**src/rtl/apb_pwm_array.sv**
```systemverilog
// apb_pwm_array: APB-programmable array of NUM_CH PWM channels sharing one
// prescaler + timebase. Each channel shadows its DUTY/COUNT at activation and
// at every timebase wrap, and can stop itself after COUNT periods.
// Optional feature macro: APB_PWM_ARRAY_IRQ_EN (IEN register + level irq_o).

// Per-channel slice: activation, shadows, pulse counter and registered output.
module apb_pwm_array_ch #(
  parameter int CNT_W = 16
) (
  input  logic             clk_i,
  input  logic             rst_i,
  input  logic             i_en,      // next-cycle CTRL bit for this channel
  input  logic             i_run,     // timebase currently running
  input  logic             i_wrap,    // timebase wraps on this edge
  input  logic [CNT_W-1:0] i_cnt,
  input  logic [CNT_W-1:0] i_duty,
  input  logic [CNT_W-1:0] i_count,
  output logic             o_done,
  output logic             o_pwm
);
  logic             r_active;
  logic             r_pwm;
  logic [CNT_W-1:0] r_duty_sh;
  logic [CNT_W-1:0] r_count_sh;
  logic [CNT_W-1:0] r_pc;
  logic [CNT_W-1:0] w_pc_inc;
  logic             w_act;

  assign w_pc_inc = r_pc + CNT_W'(1);
  // Last pulse of a counted burst completes on this wrap.
  assign o_done   = r_active & i_wrap & (r_count_sh != '0) & (w_pc_inc == r_count_sh);
  // Armed channel goes live at the next wrap, or at once if the timebase is idle.
  assign w_act    = i_en & ~r_active & (i_wrap | ~i_run);
  assign o_pwm    = r_pwm;

  // Channel state: deactivate on disable/done, activate when armed, count wraps.
  always_ff @(posedge clk_i) begin
    if (rst_i) begin
      r_active   <= 1'b0;
      r_pwm      <= 1'b0;
      r_duty_sh  <= '0;
      r_count_sh <= '0;
      r_pc       <= '0;
    end else begin
      r_pwm <= r_active & i_en & ~o_done & (i_cnt < r_duty_sh);
      if (!i_en || o_done) begin
        r_active <= 1'b0;
        r_pc     <= '0;
      end else if (w_act) begin
        r_active <= 1'b1;
        r_pc     <= '0;
      end else if (r_active && i_wrap) begin
        r_pc <= w_pc_inc;
      end
      if (w_act || i_wrap) begin
        r_duty_sh  <= i_duty;
        r_count_sh <= i_count;
      end
    end
  end
endmodule

module apb_pwm_array #(
  parameter int NUM_CH = 4,
  parameter int CNT_W  = 16
) (
  input  logic              clk_i,
  input  logic              rst_i,
  input  logic              psel_i,
  input  logic              penable_i,
  input  logic              pwrite_i,
  input  logic [7:0]        paddr_i,
  input  logic [31:0]       pwdata_i,
  output logic [31:0]       prdata_o,
  output logic              pready_o,
  output logic              pslverr_o,
  output logic [NUM_CH-1:0] pwm_o,
  output logic              irq_o
);
  logic                          r_pready;
  logic [NUM_CH-1:0]             r_ctrl;
  logic [NUM_CH-1:0]             r_status;
  logic [15:0]                   r_presc;
  logic [15:0]                   r_presc_act;
  logic [15:0]                   r_pcnt;
  logic [CNT_W-1:0]              r_period;
  logic [CNT_W-1:0]              r_period_act;
  logic [CNT_W-1:0]              r_cnt;
  logic [NUM_CH-1:0][CNT_W-1:0]  r_duty;
  logic [NUM_CH-1:0][CNT_W-1:0]  r_count;

  logic [NUM_CH-1:0]             w_done;
  logic [NUM_CH-1:0]             w_pwm;
  logic [NUM_CH-1:0]             w_ctrl_nxt;
  logic                          w_run;
  logic                          w_tick;
  logic                          w_wrap;
  logic                          w_err;
  logic                          w_wr;
  logic [31:0]                   w_rdata;
  logic                          w_sel_ctrl;
  logic                          w_sel_presc;
  logic                          w_sel_period;
  logic                          w_sel_status;
  logic [NUM_CH-1:0]             w_sel_duty;
  logic [NUM_CH-1:0]             w_sel_count;
  logic                          w_in_win;
  logic [2:0]                    w_slot;
  logic                          w_unused;

`ifdef APB_PWM_ARRAY_IRQ_EN
  logic [NUM_CH-1:0]             r_ien;
  logic                          r_irq;
  logic                          w_sel_ien;
`endif

  // Bits of pwdata_i above the widest field are ignored by design.
  assign w_unused = ^pwdata_i;

  // Channel window 0x20..0x5F: two words per slot (DUTY, COUNT).
  assign w_in_win = (paddr_i >= 8'h20) && (paddr_i < 8'h60) && (paddr_i[1:0] == 2'b00);
  assign w_slot   = 3'(paddr_i[6:3] - 4'd4);

  // Address decode and read mux; anything unmatched is a slave error.
  always_comb begin
    w_err        = 1'b1;
    w_rdata      = '0;
    w_sel_ctrl   = 1'b0;
    w_sel_presc  = 1'b0;
    w_sel_period = 1'b0;
    w_sel_status = 1'b0;
    w_sel_duty   = '0;
    w_sel_count  = '0;
`ifdef APB_PWM_ARRAY_IRQ_EN
    w_sel_ien    = 1'b0;
`endif
    case (paddr_i)
      8'h00: begin w_err = 1'b0; w_sel_ctrl   = 1'b1; w_rdata = 32'(r_ctrl);   end
      8'h04: begin w_err = 1'b0; w_sel_presc  = 1'b1; w_rdata = 32'(r_presc);  end
      8'h08: begin w_err = 1'b0; w_sel_period = 1'b1; w_rdata = 32'(r_period); end
      8'h0C: begin w_err = 1'b0; w_sel_status = 1'b1; w_rdata = 32'(r_status); end
      8'h10: begin
        w_err = 1'b0;
`ifdef APB_PWM_ARRAY_IRQ_EN
        w_sel_ien = 1'b1;
        w_rdata   = 32'(r_ien);
`endif
      end
      default: begin
        for (int c = 0; c < NUM_CH; c++) begin
          if (w_in_win && (w_slot == 3'(c))) begin
            w_err = 1'b0;
            if (!paddr_i[2]) begin
              w_sel_duty[c] = 1'b1;
              w_rdata       = 32'(r_duty[c]);
            end else begin
              w_sel_count[c] = 1'b1;
              w_rdata        = 32'(r_count[c]);
            end
          end
        end
      end
    endcase
  end

  // Write strobe on the edge that closes the ready cycle.
  assign w_wr = r_pready & psel_i & penable_i & pwrite_i & ~w_err;

  // A bus CTRL write overrides any auto-clear landing on the same edge.
  assign w_ctrl_nxt = (w_wr && w_sel_ctrl) ? pwdata_i[NUM_CH-1:0] : (r_ctrl & ~w_done);

  assign pready_o  = r_pready & ~rst_i;
  assign pslverr_o = r_pready & w_err & ~rst_i;
  assign prdata_o  = (r_pready && !rst_i) ? w_rdata : 32'h0;
  assign pwm_o     = w_pwm & {NUM_CH{~rst_i}};

  // One wait state: ready follows the first access-phase cycle.
  always_ff @(posedge clk_i) begin
    if (rst_i) r_pready <= 1'b0;
    else       r_pready <= psel_i & penable_i & ~r_pready;
  end

  // Configuration and status registers.
  always_ff @(posedge clk_i) begin
    if (rst_i) begin
      r_ctrl   <= '0;
      r_presc  <= '0;
      r_period <= '1;
      r_duty   <= '0;
      r_count  <= '0;
      r_status <= '0;
    end else begin
      r_ctrl <= w_ctrl_nxt;
      if (w_wr && w_sel_presc)  r_presc  <= pwdata_i[15:0];
      if (w_wr && w_sel_period) r_period <= pwdata_i[CNT_W-1:0];
      for (int c = 0; c < NUM_CH; c++) begin
        if (w_wr && w_sel_duty[c])  r_duty[c]  <= pwdata_i[CNT_W-1:0];
        if (w_wr && w_sel_count[c]) r_count[c] <= pwdata_i[CNT_W-1:0];
        // Done-set beats a simultaneous write-1-to-clear.
        if (w_done[c])                              r_status[c] <= 1'b1;
        else if (w_wr && w_sel_status && pwdata_i[c]) r_status[c] <= 1'b0;
      end
    end
  end

  assign w_run  = |r_ctrl;
  assign w_tick = w_run & (r_pcnt == r_presc_act);
  assign w_wrap = w_tick & (r_cnt == r_period_act);

  // Shared prescaler + timebase; PRESC/PERIOD only take hold at a wrap or while idle.
  always_ff @(posedge clk_i) begin
    if (rst_i) begin
      r_pcnt       <= '0;
      r_cnt        <= '0;
      r_presc_act  <= '0;
      r_period_act <= '1;
    end else if (!w_run) begin
      r_pcnt       <= '0;
      r_cnt        <= '0;
      r_presc_act  <= r_presc;
      r_period_act <= r_period;
    end else begin
      r_pcnt <= w_tick ? 16'h0 : r_pcnt + 16'h1;
      if (w_tick) r_cnt <= w_wrap ? '0 : r_cnt + CNT_W'(1);
      if (w_wrap) begin
        r_presc_act  <= r_presc;
        r_period_act <= r_period;
      end
    end
  end

  for (genvar c = 0; c < NUM_CH; c++) begin : gen_ch
    apb_pwm_array_ch #(.CNT_W(CNT_W)) u_ch (
      .clk_i   (clk_i),
      .rst_i   (rst_i),
      .i_en    (w_ctrl_nxt[c]),
      .i_run   (w_run),
      .i_wrap  (w_wrap),
      .i_cnt   (r_cnt),
      .i_duty  (r_duty[c]),
      .i_count (r_count[c]),
      .o_done  (w_done[c]),
      .o_pwm   (w_pwm[c])
    );
  end

`ifdef APB_PWM_ARRAY_IRQ_EN
  // Interrupt enables and registered level interrupt.
  always_ff @(posedge clk_i) begin
    if (rst_i) begin
      r_ien <= '0;
      r_irq <= 1'b0;
    end else begin
      if (w_wr && w_sel_ien) r_ien <= pwdata_i[NUM_CH-1:0];
      r_irq <= |(r_status & r_ien);
    end
  end
  assign irq_o = r_irq & ~rst_i;
`else
  assign irq_o = 1'b0;
`endif
endmodule

```
**config.mk**
```make
export PLATFORM = sky130hd
export DESIGN_NAME = apb_pwm_array
export DESIGN_NICKNAME = d
export VERILOG_FILES = /design/src/rtl/apb_pwm_array.sv
export SDC_FILE = /design/constraint.sdc
export NUM_CORES = 1
export LEC_CHECK = 0
export ABC_CLOCK_PERIOD_IN_PS = 5100
export BUFFER_PORTS_ARGS = -buffer_cell sky130_fd_sc_hd__buf_2
export CAP_MARGIN = 20
export CORE_MARGIN = 5
export CORE_UTILIZATION = 60
export DETAILED_ROUTE_END_ITERATION = 12
export HOLD_SLACK_MARGIN = 0.15
export PLACE_DENSITY = 0.87
export SETUP_SLACK_MARGIN = 0.2
export SYNTH_ARGS = -nofsm -noshare
export SYNTH_HDL_FRONTEND = slang
export SYNTH_HIERARCHICAL = 1
export SYNTH_SLANG_ARGS = --single-unit
```
**constraint.sdc**
```tcl
create_clock -name clk_i -period 5.1 [get_ports clk_i]
set_input_delay 0.765 -clock clk_i [delete_from_list [all_inputs] [get_ports clk_i]]
set_output_delay 0.765 -clock clk_i [all_outputs]
set_load 0.005 [all_outputs]
```
* Yosys cells after proc, flatten, opt, wreduce, memory -nomap -nowiden
Cells that the tools add are included.
Cells by class: $add $sub $neg 7, $lt $le $gt $ge 6, equality and inequality tests 14, mux-type cells 45, bitwise gates (word level) 59, reductions and logical operators 63
Operators with widths (number):
- two-way mux 16 bit | 10
- case mux 32 bit (5 select lines) | 1
- two-way mux 32 bit | 4
- adder 16 x 1 -> 16 bit, second input constant | 6
- equality test 16 bit | 6
- less-than comparator 16 bit | 4
- nonzero test 16 bit | 4
- bitwise AND 1 bit | 43
- logical AND 1 bit | 27
- two-way mux 1 bit | 27
- equality test 8 x 4 -> 1 bit, second input constant | 2
- OR reduction 3 bit | 5
- two-way mux 4 bit | 3
- NOT 1 bit | 12
- OR reduction 2 bit | 5
- bitwise AND 4 bit | 2
- equality test 8 x 3 -> 1 bit, second input constant | 1
- equality test 8 x 5 -> 1 bit, second input constant | 1
- greater-or-equal comparator 8 x 6 -> 1 bit, second input constant | 1
- zero test 8 bit | 1
- logical OR 1 bit | 8
- less-than comparator 8 x 7 -> 1 bit, second input constant | 1
- nonzero test 2 bit | 4
- equality test 3 x 2 -> 1 bit, second input constant | 2
- 10 further kinds | 14
Storage, ports and cells: flip-flop bits (word level) 433, logic and storage cells 234

* Longest topological paths before layout
depth in word-level cells 16, gate-level depth with buffers 23, gate-level depth less buffers 16

* By module
Netlist, hierarchy kept.
Modules (own cells, without submodules):
- apb_pwm_array | instances 1, cells an instance 1419, area an instance 11917.7 sq um
- apb_pwm_array_ch at gen_ch[2].u_ch ... | instances 2, cells an instance 379, area an instance 2940.3 sq um
- apb_pwm_array_ch at gen_ch[0].u_ch ... | instances 2, cells an instance 360, area an instance 2834.0 sq um

* Worst setup path after synthesis
Ideal clock, no wire load.
kind reg2reg, start point register r_cnt[3], end point register gen_ch[3].u_ch.r_count_sh[0], setup time 132 ps, data arrival time 4582 ps, path slack 385 ps, cell stages (with the launch flop) 23, buffers on the path 7, period minus slack after synthesis 4715 ps, path through dfxtp_1 > clkbuf_1 > xor2_1 > nor4_1 > nand4_1 > clkbuf_1 > clkbuf_1 > nor3_1 > clkbuf_1 > nand2_2 > nor4_1 > nand4_2 > nor4_4 > buf_6 > inv_1 > nand2_1 > o21ai_0 > nor3b_1 > or2_2 > clkbuf_1 > clkbuf_1 > nand2_1 > a21oi_1
On the way: longest elaborated chain between the ends 11, elaborated cells between the ends (all ways) 12, classes of those cells eq/ne: 1; mux: 1; bitwise: 9; reduce/logical: 1
RTL lines:
- from (decl) | RTL line 88 | logic [CNT_W-1:0] r_cnt;
- from (signal assigned) | RTL line 224 | if (w_tick) r_cnt <= w_wrap ? '0 : r_cnt + CNT_W'(1);
- equality test 16 bit | RTL line 208 | assign w_wrap = w_tick & (r_cnt == r_period_act);
- bitwise AND 1 bit | RTL line 208
- net w_wrap | RTL line 97 | logic w_wrap;
- bitwise AND 1 bit (3 in a row) | RTL line 31 | assign o_done = r_active & i_wrap & (r_count_sh != '0) & (w_pc_inc == r_count_sh);
- net w_done[3] | RTL line 92 | logic [NUM_CH-1:0] w_done;
- NOT 4 bit | RTL line 170 | assign w_ctrl_nxt = (w_wr && w_sel_ctrl) ? pwdata_i[NUM_CH-1:0] : (r_ctrl & ~w_done);
- bitwise AND 4 bit | RTL line 170
- two-way mux 4 bit | RTL line 170
- net w_ctrl_nxt[3] | RTL line 94 | logic [NUM_CH-1:0] w_ctrl_nxt;
- bitwise AND 1 bit (2 in a row) | RTL line 33 | assign w_act = i_en & ~r_active & (i_wrap | ~i_run);
- logical OR 1 bit | RTL line 55 | if (w_act || i_wrap) begin
- to (signal assigned) | RTL line 57 | r_count_sh <= i_count;
- to (decl) | RTL line 24 | logic [CNT_W-1:0] r_count_sh;
The timed path passes the listed nets, and every way through them passes these cells. A chain may end at the register's enable or synchronous reset.

* Final worst setup path
start point register r_pcnt[7], end point register gen_ch[1].u_ch.r_duty_sh[1]
On the way: longest elaborated chain between the ends 12, elaborated cells between the ends (all ways) 13, classes of those cells eq/ne: 1; mux: 1; bitwise: 10; reduce/logical: 1
RTL lines:
- from (decl) | RTL line 85 | logic [15:0] r_pcnt;
- from (signal assigned) | RTL line 223 | r_pcnt <= w_tick ? 16'h0 : r_pcnt + 16'h1;
- equality test 16 bit | RTL line 207 | assign w_tick = w_run & (r_pcnt == r_presc_act);
- bitwise AND 1 bit | RTL line 207
- bitwise AND 1 bit | RTL line 208
- net w_wrap | RTL line 97
- bitwise AND 1 bit (3 in a row) | RTL line 31
- net w_done[1] | RTL line 92
- NOT 4 bit | RTL line 170
- bitwise AND 4 bit | RTL line 170
- two-way mux 4 bit | RTL line 170
- net w_ctrl_nxt[1] | RTL line 94
- bitwise AND 1 bit (2 in a row) | RTL line 33
- logical OR 1 bit | RTL line 55
- to (signal assigned) | RTL line 56 | r_duty_sh <= i_duty;
- to (decl) | RTL line 23 | logic [CNT_W-1:0] r_duty_sh;
The timed path passes the listed nets, and every way through them passes these cells.

==> results.cfg <==
[cts]
cts_buffer_depth = 3
clkSlewWorstSetupHoldPaths_ns = 0.06
cts_tree = yes
ctsRootBufferMaster = clkbuf_16
cts_buffers = 46
cts_hold_buf = 0
clock_latency_ns = 0.60
cts_max_level = 2
cts_sinks = 433

[sta]
max_freq_ghz = 0.224
finalCritPeriodShare_pct = 87.7
rsz0062_at_grt = no
worst_slack_ns = 0.630
tightest_slew_ns = 1.29
hold_ws_ns = 0.433
final_hold_viol_count = 0
max-slew-margin-rel_pct = 13.9
setup-violations-final = 0
fin_tns_setup_ns = 0
final_max_slew_viol_count = 0
fin_skew_ns = 0.0292
fin_crit_ns = 4.47

[routing]
drc = 0
antenna_left = 0
firstDrtPassIters = 7
vias = 21400
drt_iter0_drc = 2517
avgViaCountPerCell = 6.34
routed_wl_mm = 70.0
wl_per_cell_microns = 20.7

[die]
die-height_microns = 208
die_area_sq_um = 43200
die_x_microns = 208
io_pins = 84
core_sq_um = 38600
initial_core_util_pct = 60.7
num_rows = 72

[yosys]
synth_edf_count = 0
yosysWarnings = 6
netlist_instances = 2897
ys_seq_area_share_pct = 36.9
syn_avg_cell_area_sq_um = 8.10
ys_types = 79
synthFlopType = dfxtp_1
synth_seq_cells = 433
synth_area_sq_um = 23500
synthArstFlopShare_pct = 0

[critical_path]
crit_chain = xor2_1 -> nor4_1 -> nand4_1 -> buf_4 -> nor3_2 -> buf_12 -> nand2_1 -> nor3_1 -> and4_1 -> o2111ai_1 -> a2111oi_4 -> inv_1 -> nand2_1 -> o21ai_0 -> nor3b_1 -> or2_2 -> nand2_1 -> a21oi_1
crit_path_max_incr_delay_ns = 0.56
worst_path_most_repeated_cell = nand2_1
path_buf_inv = 3
crit_required_ns = 5.53
cp-start-kind = register
worst-path-max-fanout = 32
worstPathArrival_ns = 4.90
end_kind = register
cp_slowest_cell = or2_2
path_delay_family = simple AND/OR/NAND/NOR gates
critPathKind = reg2reg

[place]
place.gp.congestion = 0.972
dp_slack_ns = 0.681
placedCellCount = 3291
port_buffers = 50
dp_hpwl_mm = 46.7

[pwr]
intPower_mw = 5.56
power.share.switching_pct = 22.9
sequentialPowerShare_pct = 46.9
ir_drop_uv = 278
p_leak_nw = 9.29
p_clk_share_pct = 50.4
combPwrFrac_pct = 2.7
power_density_nw_per_um2 = 283
p_switching_mw = 1.65

[grt]
antenna_found_initial = 1
overflow = 0
grt_pass1_vias = 20200
track_usage_pct = 30.7
grt_max_degree = 204
grt_pass1_wl_mm = 110

[cells_and_area]
final_cell_count_no_fill = 3379
drive_above_1_share_pct = 9.58
fin_nets = 2933
syn2layout_area_growth_pct = 8.51

[worst_hold_path]
hold_class = in2reg

[outcome]
outcome = finished, final reports clean

[flow_run]
cap_viol_max_count = 0
==> final cells by class <==
cell class / instances / area, sq um
antenna: 2 / 5.00
clock buffer: 63 / 1330
clock inverter: 22 / 318
fill: 2955 / 13200
inverter: 88 / 330
multi-input combinational: 2148 / 13400
sequential: 433 / 8670
tap: 518 / 648
timing repair buffer: 105 / 726
==> flip-flops by register name (all words and copies together) (netlist names) <==
signal	flops
r_period	16
r_duty	64
r_pcnt	16
r_period_act	16
r_pready	1
r_presc	16
r_cnt	16
gen_ch.u_ch/r_count_sh	64
gen_ch.u_ch/r_active	4
r_count	64
r_status	4
gen_ch.u_ch/r_pc	64
r_presc_act	16
gen_ch.u_ch/r_duty_sh	64
r_ctrl	4
gen_ch.u_ch/o_pwm	4
==> kinds of logic (layout without fill, tap and decap cells) <==
| family | count (synthesis) | count (layout) | synth area share [%] |
|---|---|---|---|
| AOI/OAI and AO/OA | 518 | 518 | 13.8 |
| muxes | 156 | 156 | 6.87 |
| other | 1 | 19 | 0.0160 |
| adders and majority gates | 66 | 66 | 3.52 |
| and+or+nand+nor | 1205 | 1205 | 25.7 |
| DFF | 433 | 433 | 36.9 |
| xor gates and xnor gates | 186 | 186 | 6.94 |
| buffers and inverters | 332 | 278 | 6.19 |
==> power groups by stage <==
stage	Combinational [mW]	Sequential [mW]	Clock, mW
global placement	0.181	3.46	0
floorplan	0.125	3.46	0
detailed placement	0.183	3.46	0
CTS	0.184	3.38	3.65
finish	0.196	3.38	3.63
global route	0.199	3.38	3.79
==> worst paths after layout <==
check                          startpoint                      endpoint  slack (ns)  cells after the start
max                             r_pcnt[7]   gen_ch[1].u_ch/r_duty_sh[1]        0.63                     18
min                                psel_i                      r_pready        0.43                      3
max reg2reg                     r_pcnt[7]   gen_ch[1].u_ch/r_duty_sh[1]        0.63                     18
min reg2reg  gen_ch[3].u_ch/r_duty_sh[10]  gen_ch[3].u_ch/r_duty_sh[10]        0.45                      2
==> what timing repair did <==
| item | CTS | global route |
|---|---|---|
| setup buffers | 0 | 0 |
| gates resized for setup | 0 | 2 |
| setup endpoints to repair | 0 | 34 |
==> per-layer routing <==
metal	wire length, microns	global-route usage [%]
met1	26800	38.9
met3	6850	6.09
met4	5440	19.3
met2	30900	48.1
met5	0	0.334
==> metrics by stage <==
step	power (mW)	utilization (%)	instance area, sq um
after floorplan	3.58	-	23500
after global placement	3.64	61.5	23800
after detailed placement	3.64	61.6	23800
after CTS	7.22	65.8	25400
after global routing	7.37	65.9	25500
final	7.21	65.9	25500
==> cell usage after synthesis (10+ instances only) <==
cell | instances | area, sq um
or2_2 | 26 | 163
o21ai_0 | 78 | 390
a211o_1 | 18 | 158
nand2b_1 | 14 | 87.6
or3_1 | 38 | 238
dfxtp_1 | 433 | 8670
mux2_2 | 10 | 113
buf_4 | 26 | 195
a21o_1 | 13 | 97.6
a22oi_1 | 29 | 218
nor2_1 | 223 | 837
and3_1 | 10 | 62.6
nor2b_1 | 74 | 463
xnor2_1 | 78 | 683
nor4_1 | 56 | 350
inv_1 | 87 | 327
a21oi_1 | 222 | 1110
o221ai_1 | 24 | 210
clkbuf_1 | 168 | 631
a31oi_1 | 22 | 138
nor3b_1 | 33 | 248
buf_2 | 25 | 125
xor2_1 | 108 | 946
nand4_1 | 67 | 419
a211oi_1 | 22 | 165
ha_1 | 66 | 826
clkbuf_2 | 10 | 50.1
mux2i_1 | 143 | 1430
o22ai_1 | 43 | 269
nor3_1 | 73 | 365
nand3_1 | 60 | 300
nand2_1 | 457 | 1720
==> worst register-to-register path: stages (launching register included) <==
cell,delay (ns)
dfxtp_1,0.43
xor2_1,0.12
nor4_1,0.42
nand4_1,0.23
buf_4,0.24
nor3_2,0.30
buf_12,0.23
nand2_1,0.12
nor3_1,0.18
and4_1,0.22
o2111ai_1,0.17
a2111oi_4,0.24
inv_1,0.18
nand2_1,0.09
o21ai_0,0.13
nor3b_1,0.20
or2_2,0.56
nand2_1,0.19
a21oi_1,0.08
==> cell usage in the layout, fill, tap and decap left out, types with 13 or more instances in the layout <==
master	netlist	routed
nor2b_1	74	74
mux2i_1	143	143
or3_1	38	38
a211oi_1	22	22
nor4_1	56	55
a211o_1	18	18
o22ai_1	43	43
ha_1	66	66
buf_4	26	51
nand4_1	67	67
nand2_1	457	457
nor3_1	73	71
o221ai_1	24	24
a21o_1	13	13
nand2b_1	14	14
xor2_1	108	108
nor3b_1	33	33
dfxtp_1	433	433
buf_2	25	49
or2_2	26	24
a21oi_1	222	222
conb_1	1	17
o21ai_0	78	78
xnor2_1	78	78
a22oi_1	29	29
inv_1	87	87
a31oi_1	22	22
clkbuf_16	0	46
nor2_1	223	219
nand3_1	60	60
Note: power is estimated with default switching activity, not from simulation.
